===== src/rtl/seq_divider_16x8_pkg.sv =====
// div_pkg: shared widths, FSM state type and divide-by-zero constant for seq_divider_16x8
package div_pkg;
    localparam int N_W_DEF = 16;
    localparam int D_W_DEF = 8;
    function automatic int cnt_w(input int n);
        return $clog2(n);
    endfunction
    localparam int CNT_W = cnt_w(N_W_DEF);
    localparam logic [N_W_DEF-1:0] QUOT_DZ = '1;
    typedef enum logic [1:0] {IDLE, CALC, DONE} state_t;
endpackage


===== src/rtl/seq_divider_16x8_if.sv =====
// seq_divider_16x8_if: start/ready/done handshake and operand/result bus
//   master drives start_i, dividend_i, divisor_i; slave drives ready_o, done_o,
//   quotient_o, remainder_o, div_by_zero_o
interface seq_divider_16x8_if import div_pkg::*; #(
    parameter int N_W = N_W_DEF,
    parameter int D_W = D_W_DEF
) ();
    logic           start_i;
    logic [N_W-1:0] dividend_i;
    logic [D_W-1:0] divisor_i;
    logic           ready_o;
    logic           done_o;
    logic [N_W-1:0] quotient_o;
    logic [D_W-1:0] remainder_o;
    logic           div_by_zero_o;
    modport master (
        output start_i, dividend_i, divisor_i,
        input  ready_o, done_o, quotient_o, remainder_o, div_by_zero_o
    );
    modport slave (
        input  start_i, dividend_i, divisor_i,
        output ready_o, done_o, quotient_o, remainder_o, div_by_zero_o
    );
endinterface


===== src/rtl/seq_divider_16x8_step.sv =====
// div_step: one combinational restoring-division step
//   rem_i partial remainder, bit_i next dividend bit, dvs_i divisor
//   rem_o next partial remainder, q_o quotient bit
module div_step #(
    parameter int D_W = 8
) (
    input  logic [D_W:0]   rem_i,
    input  logic           bit_i,
    input  logic [D_W-1:0] dvs_i,
    output logic [D_W:0]   rem_o,
    output logic           q_o
);
    logic [D_W+1:0] sh;
    // The remainder top bit is always 0, so shifting the full word equals
    // shifting the low D_W bits while keeping every input bit in use.
    always_comb begin
        sh    = {rem_i, bit_i};
        q_o   = sh >= {2'b00, dvs_i};
        rem_o = q_o ? (D_W+1)'(sh - {2'b00, dvs_i}) : sh[D_W:0];
    end
endmodule


===== src/rtl/seq_divider_16x8.sv =====
// seq_divider_16x8: sequential 16/8 unsigned restoring divider with start/ready/done
//   clk, rst_n (async active-low); bus (slave): operands in, results/handshake out
module seq_divider_16x8 import div_pkg::*; #(
    parameter int N_W = N_W_DEF,
    parameter int D_W = D_W_DEF
) (
    input logic               clk,
    input logic               rst_n,
    seq_divider_16x8_if.slave bus
);
    state_t           state_q;
    logic [CNT_W-1:0] cnt_q;
    logic [N_W-1:0]   shf_q, quot_q, shf_d;
    logic [D_W:0]     rem_q, rem_d;
    logic [D_W-1:0]   dvs_q, res_r_q;
    logic             ready_q, done_q, dz_q, dzp_q, qb_d, acc;
    assign acc   = bus.start_i && ready_q;
    // Dividend bits leave at the MSB while quotient bits enter at the LSB.
    assign shf_d = {shf_q[N_W-2:0], qb_d};
    div_step #(.D_W(D_W)) u_step (
        .rem_i (rem_q),
        .bit_i (shf_q[N_W-1]),
        .dvs_i (dvs_q),
        .rem_o (rem_d),
        .q_o   (qb_d)
    );
    always_ff @(posedge clk or negedge rst_n) begin
        if (!rst_n) begin
            state_q <= IDLE;
            cnt_q   <= '0;
            shf_q   <= '0;
            quot_q  <= '0;
            rem_q   <= '0;
            dvs_q   <= '0;
            res_r_q <= '0;
            ready_q <= 1'b1;
            done_q  <= 1'b0;
            dz_q    <= 1'b0;
            dzp_q   <= 1'b0;
        end else begin
            done_q <= 1'b0;
            if (acc) begin
                shf_q   <= bus.dividend_i;
                rem_q   <= '0;
                dvs_q   <= bus.divisor_i;
                cnt_q   <= '0;
                quot_q  <= '0;
                res_r_q <= '0;
                dz_q    <= 1'b0;
                // A zero divisor skips CALC; its result is posted one cycle later.
                dzp_q   <= bus.divisor_i == '0;
                ready_q <= bus.divisor_i == '0;
                state_q <= bus.divisor_i == '0 ? DONE : CALC;
            end else if (dzp_q) begin
                dzp_q  <= 1'b0;
                done_q <= 1'b1;
                quot_q <= N_W'(QUOT_DZ);
                dz_q   <= 1'b1;
            end else if (state_q == CALC) begin
                shf_q <= shf_d;
                rem_q <= rem_d;
                cnt_q <= cnt_q + 1'b1;
                if (cnt_q == CNT_W'(N_W-1)) begin
                    state_q <= DONE;
                    ready_q <= 1'b1;
                    done_q  <= 1'b1;
                    quot_q  <= shf_d;
                    res_r_q <= rem_d[D_W-1:0];
                end
            end
        end
    end
    assign bus.ready_o       = ready_q;
    assign bus.done_o        = done_q;
    assign bus.quotient_o    = quot_q;
    assign bus.remainder_o   = res_r_q;
    assign bus.div_by_zero_o = dz_q;
endmodule


===== src/flat_wrapper.sv =====
// flat-port wrapper written by rule: the top's interface ports become plain ports
module seq_divider_16x8_flat import div_pkg::*;
#(
    parameter int N_W = N_W_DEF,
    parameter int D_W = D_W_DEF
)
  (clk, rst_n, bus_start_i, bus_dividend_i, bus_divisor_i, bus_ready_o, bus_done_o, bus_quotient_o, bus_remainder_o, bus_div_by_zero_o);
  seq_divider_16x8_if #(.N_W(N_W), .D_W(D_W)) bus_i ();
  input logic clk;
  input logic rst_n;
  input wire logic [$bits(bus_i.start_i)-1:0] bus_start_i;
  input wire logic [$bits(bus_i.dividend_i)-1:0] bus_dividend_i;
  input wire logic [$bits(bus_i.divisor_i)-1:0] bus_divisor_i;
  output wire logic [$bits(bus_i.ready_o)-1:0] bus_ready_o;
  output wire logic [$bits(bus_i.done_o)-1:0] bus_done_o;
  output wire logic [$bits(bus_i.quotient_o)-1:0] bus_quotient_o;
  output wire logic [$bits(bus_i.remainder_o)-1:0] bus_remainder_o;
  output wire logic [$bits(bus_i.div_by_zero_o)-1:0] bus_div_by_zero_o;
  assign bus_i.start_i = bus_start_i;
  assign bus_i.dividend_i = bus_dividend_i;
  assign bus_i.divisor_i = bus_divisor_i;
  assign bus_ready_o = bus_i.ready_o;
  assign bus_done_o = bus_i.done_o;
  assign bus_quotient_o = bus_i.quotient_o;
  assign bus_remainder_o = bus_i.remainder_o;
  assign bus_div_by_zero_o = bus_i.div_by_zero_o;
  seq_divider_16x8 #(.N_W(N_W), .D_W(D_W)) u_core (.clk(clk), .rst_n(rst_n), .bus(bus_i));
endmodule

===== config.mk =====
export PLATFORM = sky130hd
export DESIGN_NAME = seq_divider_16x8_flat
export DESIGN_NICKNAME = d
export VERILOG_FILES = /design/src/rtl/seq_divider_16x8_pkg.sv /design/src/rtl/seq_divider_16x8_if.sv /design/src/rtl/seq_divider_16x8_step.sv /design/src/rtl/seq_divider_16x8.sv /design/src/flat_wrapper.sv
export SDC_FILE = /design/constraint.sdc
export NUM_CORES = 1
export LEC_CHECK = 0
export BUFFER_PORTS_ARGS = -buffer_cell sky130_fd_sc_hd__buf_2
export CELL_PAD_IN_SITES_DETAIL_PLACEMENT = 0
export CELL_PAD_IN_SITES_GLOBAL_PLACEMENT = 1
export CORE_MARGIN = 8
export CORE_UTILIZATION = 38
export CTS_BUF_LIST = sky130_fd_sc_hd__clkbuf_8
export DETAILED_ROUTE_END_ITERATION = 8
export GPL_TIMING_DRIVEN = 0
export PLACE_DENSITY_LB_ADDON = 0.08
export SLEW_MARGIN = 10
export SYNTH_ARGS = -nofsm -noshare
export SYNTH_HDL_FRONTEND = slang
export SYNTH_SLANG_ARGS = --single-unit

===== constraint.sdc =====
create_clock -name clk -period 3.4 [get_ports clk]
set_clock_uncertainty 0.05 [all_clocks]
set_input_delay 0.51 -clock clk [delete_from_list [all_inputs] [get_ports clk]]
set_output_delay 0.51 -clock clk [all_outputs]
set_load 0.03 [all_outputs]

### After elaboration in Yosys (flattened, before gate mapping)

Cells that the tools add are included.
Widths: inputs -> output; s select.

* flip-flop bits (word level): 67
* output and inout port bits: 27
* logic and storage cells: 61

* $add $sub $neg: 2
* order comparisons: 1
* equal/unequal tests: 3
* muxes and demuxes: 34
* reductions and logical operators: 10

Operators with widths (number)
* $mux 16: 7
* $mux 9: 4
* $mux 8: 4
* $mux 4: 3
* $mux 1: 11
* $ge 10x8->1: 1
* $mux 2: 5
* $sub 9x8->9: 1
* $logic_not 8->1: 1
* $reduce_bool 2->1: 3
* $reduce_bool 3->1: 2
* $add 4x1->4 const B: 1
* $eq 4x4->1 const B: 1
* $reduce_and 2->1: 2
* $reduce_and 3->1: 1
* $eq 2x1->1 const B: 1
* $ne 2x2->1 const B: 1
* $logic_and 1x1->1: 1

### Logic depth before layout (Yosys ltp)

* word-level depth: 6
* depth in mapped cells: 10

### Hierarchy

A second synthesis with hierarchy kept.

* cells, all modules: 354
* area total of the unflattened synthesis: 3369.5 um2

Modules (own cells, without submodules)
* seq_divider_16x8: times used 1, cells each 279, area each 2846.5 um2
* div_step: times used 1, cells each 75, area each 523.0 um2

### Worst setup path before layout

OpenSTA, ideal clock, no wires.

* path type: reg-to-reg
* start point: register u_core.shf_q[15]
* end point: register u_core.res_r_q[6] (netlist: u_core.bus.remainder_o[6])
* setup time: 0.077 ns
* data arrival time: 1.999 ns
* required time: 3.273 ns
* path slack: 1.274 ns
* stages on the path, launching flop included: 10
* path through: dfrtp_1 > inv_1 > ha_1 > fa_1 > nand2b_2 > a21oi_4 > o21ai_4 > and2_4 > o31a_1 > a21oi_1

* longest elaborated chain between the ends: 6

RTL lines
* from (decl): line seq_divider_16x8.sv:13 `logic [N_W-1:0] shf_q, quot_q, shf_d;`
* from (signal assigned): line seq_divider_16x8.sv:43 `shf_q <= bus.dividend_i;`
* $sub 9x8->9 / $ge 10x8->1 (equally long branches): line seq_divider_16x8_step.sv:19, seq_divider_16x8_step.sv:18
* $mux 9 (*): line seq_divider_16x8_step.sv:19 `rem_o = q_o ? (D_W+1)'(sh - {2'b00, dvs_i}) : sh[D_W:0];`
* $mux 8 (*): line seq_divider_16x8.sv:63 `if (cnt_q == CNT_W'(N_W-1)) begin`
* $mux 8 (*): line seq_divider_16x8.sv:59 `end else if (state_q == CALC) begin`
* $mux 8 (*): line seq_divider_16x8.sv:54 `end else if (dzp_q) begin`
* $mux 8 (*): line seq_divider_16x8.sv:42 `if (acc) begin`
* to (signal assigned): line seq_divider_16x8.sv:68 `res_r_q <= rem_d[D_W-1:0];`
* to (decl): line seq_divider_16x8.sv:15 `logic [D_W-1:0] dvs_q, res_r_q;`

Mark *: on every way between the ends. The rest lies on a longest branch, timed or not. The select of a mux whose other input is x is not followed.
A chain may end at the register's enable or synchronous reset.

### Worst setup path in the final report

* start point: register u_core.shf_q[15]
* end point: register u_core.res_r_q[0] (netlist: u_core.bus.remainder_o[0])

The elaborated chain is that of the path after synthesis.

==> out/qor.yml <==
setup-tns-final_ns: 0
synth_fa_ha_area_share_pct: 4.05
yosys_warnings: 0
cts_max_level: 3
grt-ovfl-total: 0
setup_violations: 0
rsz0062_at_grt: "false"
seq_area_frac_synth_pct: 51.2
period_share_pct: 70.1
cts_buffers: 9
tritoncts: "built"
cp-start-kind: "register"
cts.clk_slew.worst_paths_ns: 0.08
synth_mux_area_share_pct: 4.89
hold_viol_final: 0
ys_ff_latch: 67
die_h_um: 109
synth_top_family_by_area: "compound AO/OA/AOI/OAI gates"
cpMostUsedCell: "a21oi_1"
synthesis.instances: 338
drc: 0
cts_buffer_depth: 2
antenna_found_initial: 0
cp.required_ns: 3.56
peakVddDrop_uv: 167
nNetsFinal: 440
maxCapViolCount: 0
p_leak_nw: 1.75
critPathArrivalTime_ns: 2.54
post_cts_resized: 0
postCtsHoldBufs: 0
vias: 2637
start_util_pct: 38.3
status: "complete, no violations"
clkSinkCount: 67
max_stage_delay_ns: 0.40
core_area_um2: 8550
track_usage_pct: 15.1
worst-path-buf-inv: 2
finalPower_w: 0.00160
critPathSlowestCell: "fa_1"
drv_slew: 0
root_buffer: "clkbuf_8"
fin_crit_ns: 2.38
grt_pass1_vias: 2690
tightest_slew_ns: 0.494
gp_congestion: 0.748
clk_latency_ns: 0.34
hpwl_um: 6180
synth_area_per_cell_um2: 9.69
max_freq_mhz: 420
crit_chain: "inv_1 -> ha_1 -> fa_1 -> nand2b_2 -> a21oi_4 -> o21ai_4 -> and2_4 -> buf_6 -> a21oi_1 -> a21oi_1"
cp_top_family: "compound AO/OA/AOI/OAI gates"
io_buffer_count: 53
synth_area_um2: 3280
synth-simple-area-share_pct: 14.3
antenna_left: 0
wirelength_um: 8430
synthXorXnorAreaFrac_pct: 2.14
final_cell_mix: "nand2_1, dfrtp_1, buf_2"
post_cts_buffers: 0
placedCellCount: 500
ys_types: 44
layout-drive-gt1-share_pct: 22.5
slew_headroom_pct: 67.1
num_rows: 34
grt_max_degree: 46
setup_ws_ns: 1.02
drt_iter0_markers: 122
min_path_type: "primary input to asynchronous set/reset pin"
antenna_cells: 0
avgRoutedWirePerCell_um: 16.3
setup.worst_path.end_class: "register"
io-pin-count: 54
final_cells: 516
syn_nets: 375
path_max_fanout: 10
final_common_cell: "nand2_1"
path_class: "register to register"
dr.pass1.iters: 4
viasPerCell: 5.11
grt_pass1_wl_um: 14000
pre_cts_ws_ns: 1.03
synth_compound_area_share_pct: 19.0
die_w_um: 109
pwr_density_cell_nw_per_um2: 406
synthToLayoutAreaGrowth_pct: 20.0
die-area_um2: 11900
## where the power goes
group / internal [W] / switching (W)
Clock: 0.000435 / 0.000327
Sequential: 0.000796 / 0
Combinational: 0.0000148 / 0.0000225
Total: 0.00125 / 0.000350
## routing by layer
metal / vias up / GRT usage (%) / part of all wire, %
li1: 1307 / - / -
met1: 1252 / 22.7 / 52
met2: 72 / 20.5 / 42
met3: 6 / 3.25 / 5.5
met4: 0 / 5.38 / 0.96
met5: - / 0 / 0
## per-stage QoR
| step | area, µm² | utilization (%) | hold slack, ns |
|---|---|---|---|
| 2_1_floorplan | 3280 | - | 0.164 |
| 3_3_place_gp | 3680 | 43.0 | 0.413 |
| 3_5_place_dp | 3710 | 43.4 | 0.382 |
| 4_1_cts | 3930 | 46.0 | 0.00358 |
| 5_1_grt | 3930 | 46.0 | 0.0141 |
| 6_report | 3930 | 46.0 | 0.00603 |
## state kept, by name (all words and copies together), names as in the netlist
signal / flops
u_core.dzp_q: 1
u_core.bus.div_by_zero_o: 1
u_core.shf_q: 16
u_core.bus.done_o: 1
u_core.bus.remainder_o: 8
u_core.bus.ready_o: 1
u_core.dvs_q: 8
u_core.state_q: 2
u_core.rem_q: 9
u_core.bus.quotient_o: 16
u_core.cnt_q: 4
## logic make-up (layout without fill, tap and decap cells)
group | count (synthesis) | after routing
adders and majority gates | 10 | 10
AOI/OAI and AO/OA | 101 | 101
xor gates and xnor gates | 8 | 8
and+or+nand+nor | 103 | 103
DFF | 67 | 67
buffers and inverters | 33 | 103
muxes | 16 | 16
## worst paths after layout
kind	startpoint	to	slack, ns	cells after the start
hold / removal	rst_n	u_core.bus.remainder_o[6]$_DFFE_PN0P_	0.006	1
setup / recovery	u_core.shf_q[15]$_DFFE_PN0P_	u_core.bus.remainder_o[0]$_DFFE_PN0P_	1.02	10
setup reg to reg	u_core.shf_q[15]$_DFFE_PN0P_	u_core.bus.remainder_o[0]$_DFFE_PN0P_	1.02	10
min in group clk	bus_dividend_i[10]	u_core.shf_q[10]$_DFFE_PN0P_	0.32	3
hold reg to reg	u_core.dvs_q[0]$_DFFE_PN0P_	u_core.dvs_q[0]$_DFFE_PN0P_	0.43	2
max in group asynchronous	rst_n	u_core.shf_q[9]$_DFFE_PN0P_	2.76	2
## layout make-up
cell class | instances | area, µm²
fillers | 844 | 4620
flip-flops and latches | 67 | 1680
well taps | 108 | 135
repair buffers | 54 | 295
multi-input cells | 238 | 1460
plain buffers | 21 | 98.8
inverters | 12 | 45.0
clock buffers | 10 | 138
clock inverters | 6 | 88.8
## cells in the mapped netlist
master	count	area, µm²
dfstp_2	1	26.3
fa_1	1	20.0
o32ai_1	1	8.76
a21oi_4	1	16.3
dfrtp_1	66	1650
o21ai_4	1	16.3
ha_1	9	113
clkbuf_1	14	52.6
nand2b_2	1	8.76
o31a_1	2	17.5
a21oi_1	25	125
nor3_4	1	16.3
nor2_2	4	25.0
xor2_1	5	43.8
nand3_1	2	10.0
and3_1	1	6.26
o32ai_2	2	32.5
inv_1	12	45.0
nor2b_1	3	18.8
nand2b_1	2	12.5
o31ai_1	2	15.0
o21a_1	4	30.0
a31oi_1	17	106
mux2i_1	16	160
nand4_2	1	12.5
a21oi_2	2	17.5
a21o_1	1	7.51
nand2_1	68	255
a32oi_1	1	8.76
and4_1	2	17.5
o21ai_2	1	8.76
buf_6	1	11.3
nor3_1	1	5.00
nor4_1	2	12.5
o211a_1	1	10.0
and2_1	2	12.5
nand4_1	1	6.26
xnor2_1	3	26.3
and2_4	1	8.76
a211oi_1	1	7.51
buf_2	4	20.0
buf_4	2	15.0
o21ai_0	39	195
nor2_1	11	41.3
(Power assumes the default switching activity.)
